File: src/rtl/dealer_sequencer_if.sv
// Handshake and result bundle between a dealer_sequencer and its controller/card source.
// The master drives requests and cards; the slave (the sequencer) drives status and results.
interface dealer_sequencer_if;
  logic       start;
  logic [5:0] player_score;
  logic       card_req;
  logic       card_ack;
  logic [3:0] card_in;
  logic [5:0] dealer_score;
  logic [3:0] cards_drawn;
  logic       busy;
  logic       done;
  logic [1:0] outcome;

  modport master (
    output start, player_score, card_ack, card_in,
    input  card_req, dealer_score, cards_drawn, busy, done, outcome
  );

  modport slave (
    input  start, player_score, card_ack, card_in,
    output card_req, dealer_score, cards_drawn, busy, done, outcome
  );
endinterface

File: src/rtl/dealer_sequencer.sv
// Dealer turn sequencer: draws cards until stand/bust/card cap, then scores against the player.
// Per card: REQ (held until card_ack) -> ADD -> CHECK, so at least 3 cycles per card.
module dealer_sequencer #(
  parameter int STAND_AT   = 17,
  parameter int BUST_LIMIT = 21,
  parameter int MAX_CARDS  = 8
) (
  input  logic              clock,
  input  logic              reset,
  dealer_sequencer_if.slave dif
);
  typedef enum logic [2:0] {S_IDLE, S_REQ, S_ADD, S_CHECK, S_DONE} state_t;

  localparam logic [5:0] STAND_V = 6'(STAND_AT);
  localparam logic [5:0] BUST_V  = 6'(BUST_LIMIT);
  localparam logic [3:0] MAXC_V  = 4'(MAX_CARDS);

  state_t     state_q, state_d;
  logic [5:0] player_q, player_d;
  logic [5:0] score_q, score_d;
  logic [3:0] card_q, card_d;
  logic [3:0] cards_q, cards_d;
  logic [1:0] outcome_q, outcome_d;

  function automatic logic [5:0] card_value(input logic [3:0] c);
    return (c > 4'd10) ? 6'd10 : {2'b00, c};
  endfunction

  // 01 player wins, 10 dealer wins, 11 push
  function automatic logic [1:0] judge(input logic [5:0] p, input logic [5:0] d);
    if (p > BUST_V)      return 2'b10;
    else if (d > BUST_V) return 2'b01;
    else if (d > p)      return 2'b10;
    else if (d < p)      return 2'b01;
    else                 return 2'b11;
  endfunction

  always_ff @(posedge clock) begin
    if (reset) begin
      state_q   <= S_IDLE;
      player_q  <= 6'd0;
      score_q   <= 6'd0;
      card_q    <= 4'd0;
      cards_q   <= 4'd0;
      outcome_q <= 2'b00;
    end else begin
      state_q   <= state_d;
      player_q  <= player_d;
      score_q   <= score_d;
      card_q    <= card_d;
      cards_q   <= cards_d;
      outcome_q <= outcome_d;
    end
  end

  always_comb begin
    state_d   = state_q;
    player_d  = player_q;
    score_d   = score_q;
    card_d    = card_q;
    cards_d   = cards_q;
    outcome_d = outcome_q;
    case (state_q)
      S_IDLE: begin
        if (dif.start) begin
          player_d  = dif.player_score;
          score_d   = 6'd0;
          cards_d   = 4'd0;
          outcome_d = 2'b00;
          if (dif.player_score > BUST_V) begin
            state_d   = S_DONE;
            outcome_d = 2'b10;
          end else begin
            state_d = S_REQ;
          end
        end
      end
      S_REQ: begin
        // A zero card is illegal: drop it and keep requesting
        if (dif.card_ack && (dif.card_in != 4'd0)) begin
          card_d  = dif.card_in;
          state_d = S_ADD;
        end
      end
      S_ADD: begin
        score_d = score_q + card_value(card_q);
        cards_d = cards_q + 4'd1;
        state_d = S_CHECK;
      end
      S_CHECK: begin
        if ((score_q >= STAND_V) || (score_q > BUST_V) || (cards_q == MAXC_V)) begin
          state_d   = S_DONE;
          outcome_d = judge(player_q, score_q);
        end else begin
          state_d = S_REQ;
        end
      end
      S_DONE:  state_d = S_IDLE;
      default: state_d = S_IDLE;
    endcase
  end

  assign dif.card_req     = (state_q == S_REQ);
  assign dif.busy         = (state_q != S_IDLE);
  assign dif.done         = (state_q == S_DONE);
  assign dif.dealer_score = score_q;
  assign dif.cards_drawn  = cards_q;
  assign dif.outcome      = outcome_q;
endmodule

File: src/flat_wrapper.sv
// flat-port wrapper written by rule: the top's interface ports become plain ports
module dealer_sequencer_flat 
#(
  parameter int STAND_AT   = 17,
  parameter int BUST_LIMIT = 21,
  parameter int MAX_CARDS  = 8
)
  (clock, reset, dif_start, dif_player_score, dif_card_ack, dif_card_in, dif_card_req, dif_dealer_score, dif_cards_drawn, dif_busy, dif_done, dif_outcome);
  dealer_sequencer_if dif_i ();
  input  logic clock;
  input  logic reset;
  input wire logic [$bits(dif_i.start)-1:0] dif_start;
  input wire logic [$bits(dif_i.player_score)-1:0] dif_player_score;
  input wire logic [$bits(dif_i.card_ack)-1:0] dif_card_ack;
  input wire logic [$bits(dif_i.card_in)-1:0] dif_card_in;
  output wire logic [$bits(dif_i.card_req)-1:0] dif_card_req;
  output wire logic [$bits(dif_i.dealer_score)-1:0] dif_dealer_score;
  output wire logic [$bits(dif_i.cards_drawn)-1:0] dif_cards_drawn;
  output wire logic [$bits(dif_i.busy)-1:0] dif_busy;
  output wire logic [$bits(dif_i.done)-1:0] dif_done;
  output wire logic [$bits(dif_i.outcome)-1:0] dif_outcome;
  assign dif_i.start = dif_start;
  assign dif_i.player_score = dif_player_score;
  assign dif_i.card_ack = dif_card_ack;
  assign dif_i.card_in = dif_card_in;
  assign dif_card_req = dif_i.card_req;
  assign dif_dealer_score = dif_i.dealer_score;
  assign dif_cards_drawn = dif_i.cards_drawn;
  assign dif_busy = dif_i.busy;
  assign dif_done = dif_i.done;
  assign dif_outcome = dif_i.outcome;
  dealer_sequencer #(.STAND_AT(STAND_AT), .BUST_LIMIT(BUST_LIMIT), .MAX_CARDS(MAX_CARDS)) u_core (.clock(clock), .reset(reset), .dif(dif_i));
endmodule
File: config.mk
export PLATFORM = sky130hd
export DESIGN_NAME = dealer_sequencer_flat
export DESIGN_NICKNAME = d
export VERILOG_FILES = /design/src/rtl/dealer_sequencer_if.sv /design/src/rtl/dealer_sequencer.sv /design/src/flat_wrapper.sv
export SDC_FILE = /design/constraint.sdc
export NUM_CORES = 1
export LEC_CHECK = 0
export CAP_MARGIN = 25
export CORE_MARGIN = 10
export CORE_UTILIZATION = 48
export CTS_BUF_LIST = sky130_fd_sc_hd__clkbuf_8
export CTS_CLUSTER_SIZE = 24
export DETAILED_ROUTE_END_ITERATION = 10
export GPL_TIMING_DRIVEN = 0
export PLACE_DENSITY = 0.87
export SKIP_LAST_GASP = 1
export SLEW_MARGIN = 20
export SYNTH_ARGS = -nofsm -noshare
export SYNTH_HDL_FRONTEND = slang
export SYNTH_SLANG_ARGS = --single-unit
export TNS_END_PERCENT = 30
File: constraint.sdc
create_clock -name clock -period 2 [get_ports clock]
set_clock_uncertainty 0.05 [all_clocks]
set_input_delay 0.2 -clock clock [delete_from_list [all_inputs] [get_ports clock]]
set_output_delay 0.2 -clock clock [all_outputs]
set_load 0.005 [all_outputs]
# Word level (Yosys, flattened, before mapping)
# Cells that the tools add are included.
# Widths: inputs -> output; s select.
# word_totals
ff_bits	25
inputBits	14
output_inout_bits	15
wordCells	54
# classes
addsub	2
n_lt_le_gt_ge	7
eq_ne	8
n_mux	18
n_reduce_logical	13
# op_table
cell	n
$gt 6x5->1 const B	3
$mux 2	7
$mux 3	4
$pmux 3 s4	1
$pmux 6 s2	1
$mux 4	2
$pmux 4 s2	1
$reduce_and 2->1	4
$add 6x6->6	1
$eq 3x2->1 const B	2
$ge 6x5->1 const B	1
$gt 6x6->1	1
$lt 6x6->1	1
$mux 6	1
$add 4x1->4 const B	1
$eq 4x4->1 const B	1
$gt 4x4->1 const B	1
$ne 2x1->1 const B	2
$pmux 2 s2	1
$reduce_bool 2->1	2
$reduce_bool 4->1	1
$eq 3x1->1 const B	1
$eq 3x3->1 const B	1
$logic_not 3->1	1
5 further kinds	6

# Depth between registers and ports, before layout
# Gate-level depths: netlist of the first run.
# logic_depth
word_depth	7
ltp_mapped	10
ltp_nobuf	10

# Worst setup path after synthesis of the first run
# No wires, ideal clock.
# synth_path
kind	reg2reg
startpoint	register u_core.card_q[3]
endpoint	register u_core.score_q[5] (netlist: u_core.dif.dealer_score[5])
setup_time_ps	121
t_arrival_ps	1678
required_time_ps	1829
slack_ps	152
stages_incl_launch_ff	9
n_path_buf	0
period_less_slack_ps	1848
path_cell_list	dfxtp_1 -> o21ai_0 -> and2_1 -> ha_1 -> a21o_1 -> a21oi_1 -> nor2b_1 -> o211ai_1 -> mux2_2
# synth_between
elab_chain_len	4
# synth_lines
item	line	rtl
start: declaration	dealer_sequencer.sv:21	logic [3:0] card_q, card_d;
start signal: assignment	dealer_sequencer.sv:50	card_q <= card_d;
$gt 4x4->1	dealer_sequencer.sv:26	return (c > 4'd10) ? 6'd10 : {2'b00, c};
$mux 4 *	dealer_sequencer.sv:26	
$add 6x6->6 *	dealer_sequencer.sv:86	score_d = score_q + card_value(card_q);
$pmux 6 s2 *	dealer_sequencer.sv:63	case (state_q)
end signal: assignment	dealer_sequencer.sv:49	score_q <= score_d;
end: declaration	dealer_sequencer.sv:20	logic [5:0] score_q, score_d;
# Mark *: on every way between the ends. The rest lies on a longest branch, timed or not.
# A chain may end at the register's enable or synchronous reset.

# Worst setup path after layout of the first run
# layout_path
startpoint	register u_core.state_q[1]
endpoint	output dif_card_req
# layout_between
elab_chain_len	1
# layout_lines
item	line	rtl
start: declaration	dealer_sequencer.sv:18	state_t state_q, state_d;
start signal: assignment	dealer_sequencer.sv:47	state_q <= state_d;
$eq 3x1->1	dealer_sequencer.sv:103	assign dif.card_req = (state_q == S_REQ);
end: declaration	flat_wrapper.sv:16	output wire logic [$bits(dif_i.card_req)-1:0] dif_card_req;
# Every way passes these cells.

==> results of run 1 <==
==> logic make-up (layout without fill, tap and decap cells) <==
group	count (synthesis)	in the layout
XOR/XNOR	1	1
adder cells (fa/ha/maj)	13	13
buffers and inverters	25	58
flip-flops	25	25
multiplexers	6	6
AO/OA/AOI/OAI	45	45
AND/OR/NAND/NOR	66	66
==> routing by layer <==
metal,global-route usage,up-vias
met2,0.1930,40
met3,0.03892,6
li1,-,688
met1,0.1481,625
met4,0.03598,0
met5,0,-
==> state kept, by name, indices dropped and copies added, names as in the netlist <==
name / cells
u_core.dif.outcome: 2
u_core.player_q: 6
u_core.dif.cards_drawn: 4
u_core.state_q: 3
u_core.card_q: 4
u_core.dif.dealer_score: 6
==> cell type report <==
cell class | instances | area, um^2
clock inverters | 1 | 5.005
fillers | 268 | 1119
multi-input cells | 131 | 902.1
clock buffers | 3 | 41.29
plain buffers | 7 | 48.80
repair buffers | 29 | 285.3
inverters | 18 | 67.56
flip-flops and latches | 25 | 504.2
well taps | 44 | 55.05
==> metrics by stage <==
stage | instances | area [um^2]
6_report | 258 | 1909
4_1_cts | 257 | 1891
3_5_place_dp | 252 | 1833
2_1_floorplan | 181 | 1508
5_1_grt | 258 | 1909
3_3_place_gp | 252 | 1833
==> power groups by stage <==
stage | combinational (mW) | clock (mW) | sequential, mW
after CTS | 0.220 | 0.308 | 0.541
after detailed placement | 0.217 | 0 | 0.552
after global placement | 0.214 | 0 | 0.552
after global routing | 0.249 | 0.327 | 0.545
after floorplan | 0.133 | 0 | 0.548
final | 0.219 | 0.305 | 0.541
==> what timing repair did <==
action,CTS,global route
setup endpoints to repair,2,4
pin swaps,0,0
hold endpoints to repair,0,0
buffers inserted,1,1
gates resized for setup,2,7
==> how the worst min path moves through the flow <==
stage	start	end	slack [ns]	cells after the start
after floorplan	dif_player_score[5]	u_core.player_q[5]	0.28	2
after global placement	u_core.player_q[5]	u_core.player_q[5]	0.39	2
after detailed placement	u_core.player_q[5]	u_core.player_q[5]	0.40	2
after CTS	reset	u_core.dif.outcome[1]	0.14	2
after global routing	reset	u_core.dif.outcome[1]	0.15	2
final	reset	u_core.dif.outcome[1]	0.14	2
==> cells in the mapped netlist, drive strengths merged, types with 2 or more instances <==
cell and instances:
dfxtp 25, a21oi 23, nand2 19, inv 18, nor2 17, ha 12, nor3 6, mux2i 5
nand3 5, o21ai 5, and2 4, buf 4, nor2b 4, a21o 3, clkbuf 3, nand3b 3
o41ai 3, a31oi 2, nand4 2, o211ai 2, o21a 2, or2 2
==> critical path, stage by stage, from the launching register on <==
cell and delay, ns:
dfxtp_1 0.40, or3b_4 0.46, inv_1 0.07, clkdlybuf4s50_1 0.49
==> impl_metrics.env, run 1 <==
export IMPL_status="completed"
export IMPL_top_layer_used="met4"
export IMPL_grt_usage=0.1202
export IMPL_io_pins=29
export IMPL_synth_compound_area_frac=0.2091
export IMPL_swShare=0.2773
export IMPL_drive_gt1_frac=0.1308
export IMPL_die_h_um=76.05
export IMPL_fin_ws_ns=0.06237
export IMPL_yosysTopAreaCellShare=0.3320
export IMPL_die_area_um2=5783
export IMPL_synth_adder_area_share=0.1129
export IMPL_htree_levels=1
export IMPL_antenna_found_initial=0
export IMPL_place_port_buffers=27
export IMPL_dp_slack_ns=-0.009831
export IMPL_tritoncts_num_sinks=25
export IMPL_cts_root_buf="clkbuf_8"
export IMPL_timing_fmax_mhz=516.1
export IMPL_first_iter_violations=67
export IMPL_wl_mm=3.405
export IMPL_core_um2=3028
export IMPL_tightest_slew_ns=0.5115
export IMPL_fin_tns_setup_ns=0
export IMPL_yosys_area_share_simple=0.2224
export IMPL_grt_max_degree=15
export IMPL_num_rows=20
export IMPL_clk_pin_slew_ns=0.09
export IMPL_p_sw_uw=295.2
export IMPL_startpoint_type="register"
export IMPL_setup_viol=0
export IMPL_leakage_nw=0.7542
export IMPL_hp_class="in -> reg"
export IMPL_syn_area_per_cell_um2=8.330
export IMPL_cts_buffers=3
export IMPL_synth_nets=208
export IMPL_viasPerCell=5.267
export IMPL_p_per_area_nw_per_um2=557.7
export IMPL_async_flop_share=0
export IMPL_synth_area_leaders="dfxtp_1 33%, ha_1 10%, a21oi_1 7.3%"
export IMPL_regToRegStartpoint="u_core.card_q[1]"
export IMPL_synth_warnings=0
export IMPL_timing_hold_violations_final=0
export IMPL_r2r_end="u_core.dif.dealer_score[2]"
export IMPL_pwr_share_seq=0.508
export IMPL_areaGrowthSynthToFinish_pct=26.64
export IMPL_drt_wirelength_per_cell_um=13.20
export IMPL_critPathKind="reg -> out"
export IMPL_dp_hpwl_mm=2.626
export IMPL_grt_pass1_vias=1367
export IMPL_drc_errors=0
export IMPL_die_w_um=76.05
export IMPL_drv_cap=0
export IMPL_cts_path_max_buffers=2
export IMPL_ys_seq_elements=25
export IMPL_n_antenna_cell=0
export IMPL_postCtsHoldBufs=0
export IMPL_p_int_uw=769.5
export IMPL_post_route_util=0.6306
export IMPL_seq_area_frac_synth=0.3320
export IMPL_synth_largest_area_cell="dfxtp_1"
export IMPL_rr_worst_depth=11
export IMPL_vias=1359
export IMPL_slew_violations=0
export IMPL_synth_xor_xnor_area_share=0.005809
export IMPL_initial_core_util=0.4979
export IMPL_synth_ff_type="dfxtp_1"
export IMPL_globalplace_congestion=0.8297
export IMPL_power_frac_clock=0.286
export IMPL_cp_required_ns=1.75
export IMPL_cp_data_arrival_time_ns=1.69
export IMPL_end_kind="output pin"
export IMPL_final_antenna_net_count=0
export IMPL_cp_max_fo=8
export IMPL_slew_headroom=0.6590
export IMPL_layout_worst_path_cycle_share=0.9688
export IMPL_critPathLaunch="u_core.state_q[1]"
export IMPL_tritoncts="yes"
export IMPL_wirelength_met1_mm=1.527
export IMPL_pwr_share_comb=0.205
export IMPL_synth_cell_types=41
export IMPL_finalNetCount=242
export IMPL_mostFrequentLayoutCell="clkdlybuf4s50_1"
export IMPL_grt_overflow=0
export IMPL_critPathCapture="dif_card_req"
export IMPL_power_total_mw=1.065
export IMPL_r2r_slack_ns=0.06
export IMPL_synth_top_family_by_area="simple AND/OR/NAND/NOR gates"
export IMPL_muxShareOfSynthArea=0.04066
export IMPL_rsz0062_at_grt="true"
export IMPL_met3_length_um=289
export IMPL_synth_area_um2=1508
export IMPL_final_cell_mix="27 x clkdlybuf4s50_1, 22 x dfxtp_1, 21 x a21oi_1, 19 x nand2_1, 18 x inv_1"
export IMPL_drtPass1Iterations=4
export IMPL_grt_first_pass_wirelength_mm=6.037
export IMPL_ir_drop_v=0.0003664
export IMPL_fin_hold_ws_ns=0.1394
export IMPL_met2_length_mm=1.541
export IMPL_fin_crit_ns=1.938
export IMPL_synth_edf_count=0
export IMPL_insertion_delay_ns=0.27
export IMPL_synthCells=181
Power figures use the tool's default switching activity.
==> inputs of run 2 (changes only) <==
--- a/config.mk
+++ b/config.mk
@@ -6,7 +6,6 @@
 export NUM_CORES = 1
 export LEC_CHECK = 0
 export CAP_MARGIN = 25
-export CORE_MARGIN = 10
 export CORE_UTILIZATION = 48
 export CTS_BUF_LIST = sky130_fd_sc_hd__clkbuf_8
 export CTS_CLUSTER_SIZE = 24
@@ -14,7 +13,7 @@
 export GPL_TIMING_DRIVEN = 0
 export PLACE_DENSITY = 0.87
 export SKIP_LAST_GASP = 1
-export SLEW_MARGIN = 20
+export SLEW_MARGIN = 10
 export SYNTH_ARGS = -nofsm -noshare
 export SYNTH_HDL_FRONTEND = slang
 export SYNTH_SLANG_ARGS = --single-unit
==> impl_metrics.env, run 2 (same netlist as run 1, synthesis figures left out) <==
export IMPL_drv_cap=0
export IMPL_clk_pin_slew_ns=0.09
export IMPL_r2r_slack_ns=0.07
export IMPL_core_um2=2877
export IMPL_setup_viol=0
export IMPL_insertion_delay_ns=0.27
export IMPL_fill_cells=255
export IMPL_startpoint_type="register"
export IMPL_finalNetCount=240
export IMPL_cts_buffers=3
export IMPL_cts_path_max_buffers=2
export IMPL_timing_fmax_mhz=519.2
export IMPL_post_dp_cell_area_um2=1831
export IMPL_leakage_nw=0.7478
export IMPL_tritoncts="yes"
export IMPL_grt_pass1_vias=1136
export IMPL_grt_first_pass_wirelength_mm=5.188
export IMPL_drc_errors=1
export IMPL_dp_slack_ns=0.0003363
export IMPL_timing_hold_violations_final=0
export IMPL_fin_ws_ns=0.07390
export IMPL_layout_worst_path_cycle_share=0.9630
export IMPL_place_port_buffers=27
export IMPL_cts_root_buf="clkbuf_8"
export IMPL_cp_cell_sequence="o21ai_0 > and2_1 > ha_1 > a21o_1 > a21oi_2 > nor2b_1 > o211ai_1 > mux2_2"
export IMPL_viasPerCell=5.224
export IMPL_slew_violations=0
export IMPL_hold_depth=2
export IMPL_fin_crit_ns=1.926
export IMPL_failed_checks="DRC"
export IMPL_postCtsHoldBufs=0
export IMPL_swShare=0.2742
export IMPL_slew_headroom=0.6856
export IMPL_die_area_um2=3369
export IMPL_grt_overflow=0
export IMPL_p_per_area_nw_per_um2=559.6
export IMPL_status="complete, but fails checks"
export IMPL_r2r_end="u_core.dif.dealer_score[5]"
export IMPL_grt_usage=0.1971
export IMPL_final_cell_mix="27 x clkdlybuf4s50_1, 22 x dfxtp_1, 21 x a21oi_1, 19 x inv_1, 19 x nand2_1"
export IMPL_final_antenna_net_count=0
export IMPL_rsz0062_at_grt="true"
export IMPL_grt_max_degree=14
export IMPL_cp_slowest_cell="dfxtp_2"
export IMPL_dp_hpwl_mm=2.390
export IMPL_cp_buffers_inverters=0
export IMPL_vias=1327
export IMPL_initial_core_util=0.5241
export IMPL_hold_start="reset"
export IMPL_crit_cells=8
export IMPL_io_pins=29
export IMPL_num_rows=19
export IMPL_end_kind="register"
export IMPL_cp_max_fo=5
export IMPL_htree_levels=1
export IMPL_pwr_share_seq=0.512
export IMPL_critPathKind="reg -> reg"
export IMPL_hp_class="in -> reg"
export IMPL_drive_gt1_frac=0.1132
export IMPL_fin_area_um2=1888
export IMPL_mostFrequentLayoutCell="clkdlybuf4s50_1"
export IMPL_hold_end="u_core.dif.outcome[1]"
export IMPL_n_antenna_cell=0
export IMPL_power_total_mw=1.056
export IMPL_cp_data_arrival_time_ns=2.04
export IMPL_wl_mm=3.150
export IMPL_pwr_share_comb=0.206
export IMPL_die_h_um=58.05
export IMPL_regArea_um2=504.2
export IMPL_globalplace_congestion=0.8036
export IMPL_power_frac_clock=0.281
export IMPL_p_sw_uw=289.7
export IMPL_die_w_um=58.05
export IMPL_rr_worst_depth=8
export IMPL_ir_drop_v=0.0004549
export IMPL_antenna_found_initial=0
export IMPL_multi_input_area_um2=899.6
export IMPL_tightest_slew_ns=0.4715
export IMPL_drtPass1Iterations=7
export IMPL_regToRegStartpoint="u_core.card_q[3]"
export IMPL_slowest_delay_ns=0.37
export IMPL_p_int_uw=766.8
export IMPL_crit_family="compound AO/OA/AOI/OAI gates"
export IMPL_cp_required_ns=2.11
export IMPL_drt_wirelength_per_cell_um=12.40
export IMPL_areaGrowthSynthToFinish_pct=25.23
export IMPL_first_iter_violations=41
export IMPL_tritoncts_num_sinks=25
[run 2: cell count changes in the layout (fill, tap and decap cells not counted)]
| cell | previous run | this run |
|---|---|---|
| clkinv_2 | 1 | 0 |
| ha_1 | 11 | 12 |
| o21ai_0 | 3 | 5 |
| inv_1 | 18 | 19 |
| o21ai_1 | 2 | 0 |
| buf_4 | 5 | 3 |
| ha_2 | 1 | 0 |
[run 2: metal layers]
layer | up-vias | part of all wire | global-route usage
met5 | - | 0 | 0
met4 | 0 | 0.0032 | 0.03741
met3 | 2 | 0.038 | 0.04464
met2 | 26 | 0.46 | 0.3120
met1 | 611 | 0.50 | 0.2765
li1 | 688 | - | -
[run 2: per-stage QoR]
| step | hold slack, ns | util | TNS [ns] | cells |
|---|---|---|---|---|
| 3_5_place_dp | 0.4044 | 0.6364 | 0 | 250 |
| 5_1_grt | 0.1499 | 0.6564 | -0.04793 | 254 |
| 4_1_cts | 0.1442 | 0.6533 | 0 | 254 |
| 6_report | 0.1443 | 0.6564 | 0 | 254 |
| 3_3_place_gp | 0.3938 | 0.6364 | 0 | 250 |
| 2_1_floorplan | 0.2833 | - | 0 | 181 |
[run 2: worst register-to-register path: stages, from the launching register on]
cell	delay [ns]
dfxtp_2	0.37
o21ai_0	0.08
and2_1	0.16
ha_1	0.19
a21o_1	0.19
a21oi_2	0.17
nor2b_1	0.07
o211ai_1	0.19
mux2_2	0.36
[run 2: power by group through the flow]
stage | combinational, mW | sequential [mW] | clock, mW
2_1_floorplan | 0.133 | 0.548 | 0
3_3_place_gp | 0.214 | 0.551 | 0
3_5_place_dp | 0.217 | 0.552 | 0
4_1_cts | 0.220 | 0.540 | 0.301
5_1_grt | 0.242 | 0.546 | 0.321
6_report | 0.218 | 0.541 | 0.297
[run 2: worst max path at each step]
stage	start	to	slack [ns]
6_report	u_core.card_q[3]	u_core.dif.dealer_score[5]	0.07
5_1_grt	u_core.card_q[1]	u_core.dif.dealer_score[5]	-0.02
4_1_cts	u_core.card_q[3]	u_core.dif.dealer_score[5]	0.03
3_5_place_dp	u_core.card_q[3]	u_core.dif.dealer_score[5]	0.0003
3_3_place_gp	u_core.card_q[3]	u_core.dif.dealer_score[5]	0.006
2_1_floorplan	u_core.card_q[3]	u_core.dif.dealer_score[5]	0.15
[run 2: final cells by class]
cell class / instances / area share
multi-input cells: 131 / 0.4765
flip-flops and latches: 25 / 0.2671
repair buffers: 27 / 0.1431
inverters: 18 / 0.03579
well taps: 42 / 0.02783
plain buffers: 7 / 0.02584
clock buffers: 3 / 0.02187
clock inverters: 1 / 0.001988
[run 2: timing repair]
item / in CTS / in global routing
buffers inserted: 0 / 0
endpoints found under the hold margin: 0 / 0
resized for setup: 1 / 5
endpoints found under the setup margin: 1 / 3
==> inputs of run 3 (changes only) <==
--- a/config.mk
+++ b/config.mk
@@ -5,7 +5,7 @@
 export SDC_FILE = /design/constraint.sdc
 export NUM_CORES = 1
 export LEC_CHECK = 0
-export CAP_MARGIN = 25
+export CAP_MARGIN = 20
 export CORE_UTILIZATION = 48
 export CTS_BUF_LIST = sky130_fd_sc_hd__clkbuf_8
 export CTS_CLUSTER_SIZE = 24
@@ -13,7 +13,7 @@
 export GPL_TIMING_DRIVEN = 0
 export PLACE_DENSITY = 0.87
 export SKIP_LAST_GASP = 1
-export SLEW_MARGIN = 10
+export SLEW_MARGIN = 40
 export SYNTH_ARGS = -nofsm -noshare
 export SYNTH_HDL_FRONTEND = slang
 export SYNTH_SLANG_ARGS = --single-unit
==> results of run 3 <==
No change in the layout: final DEF, timing and power equal those of run 2.
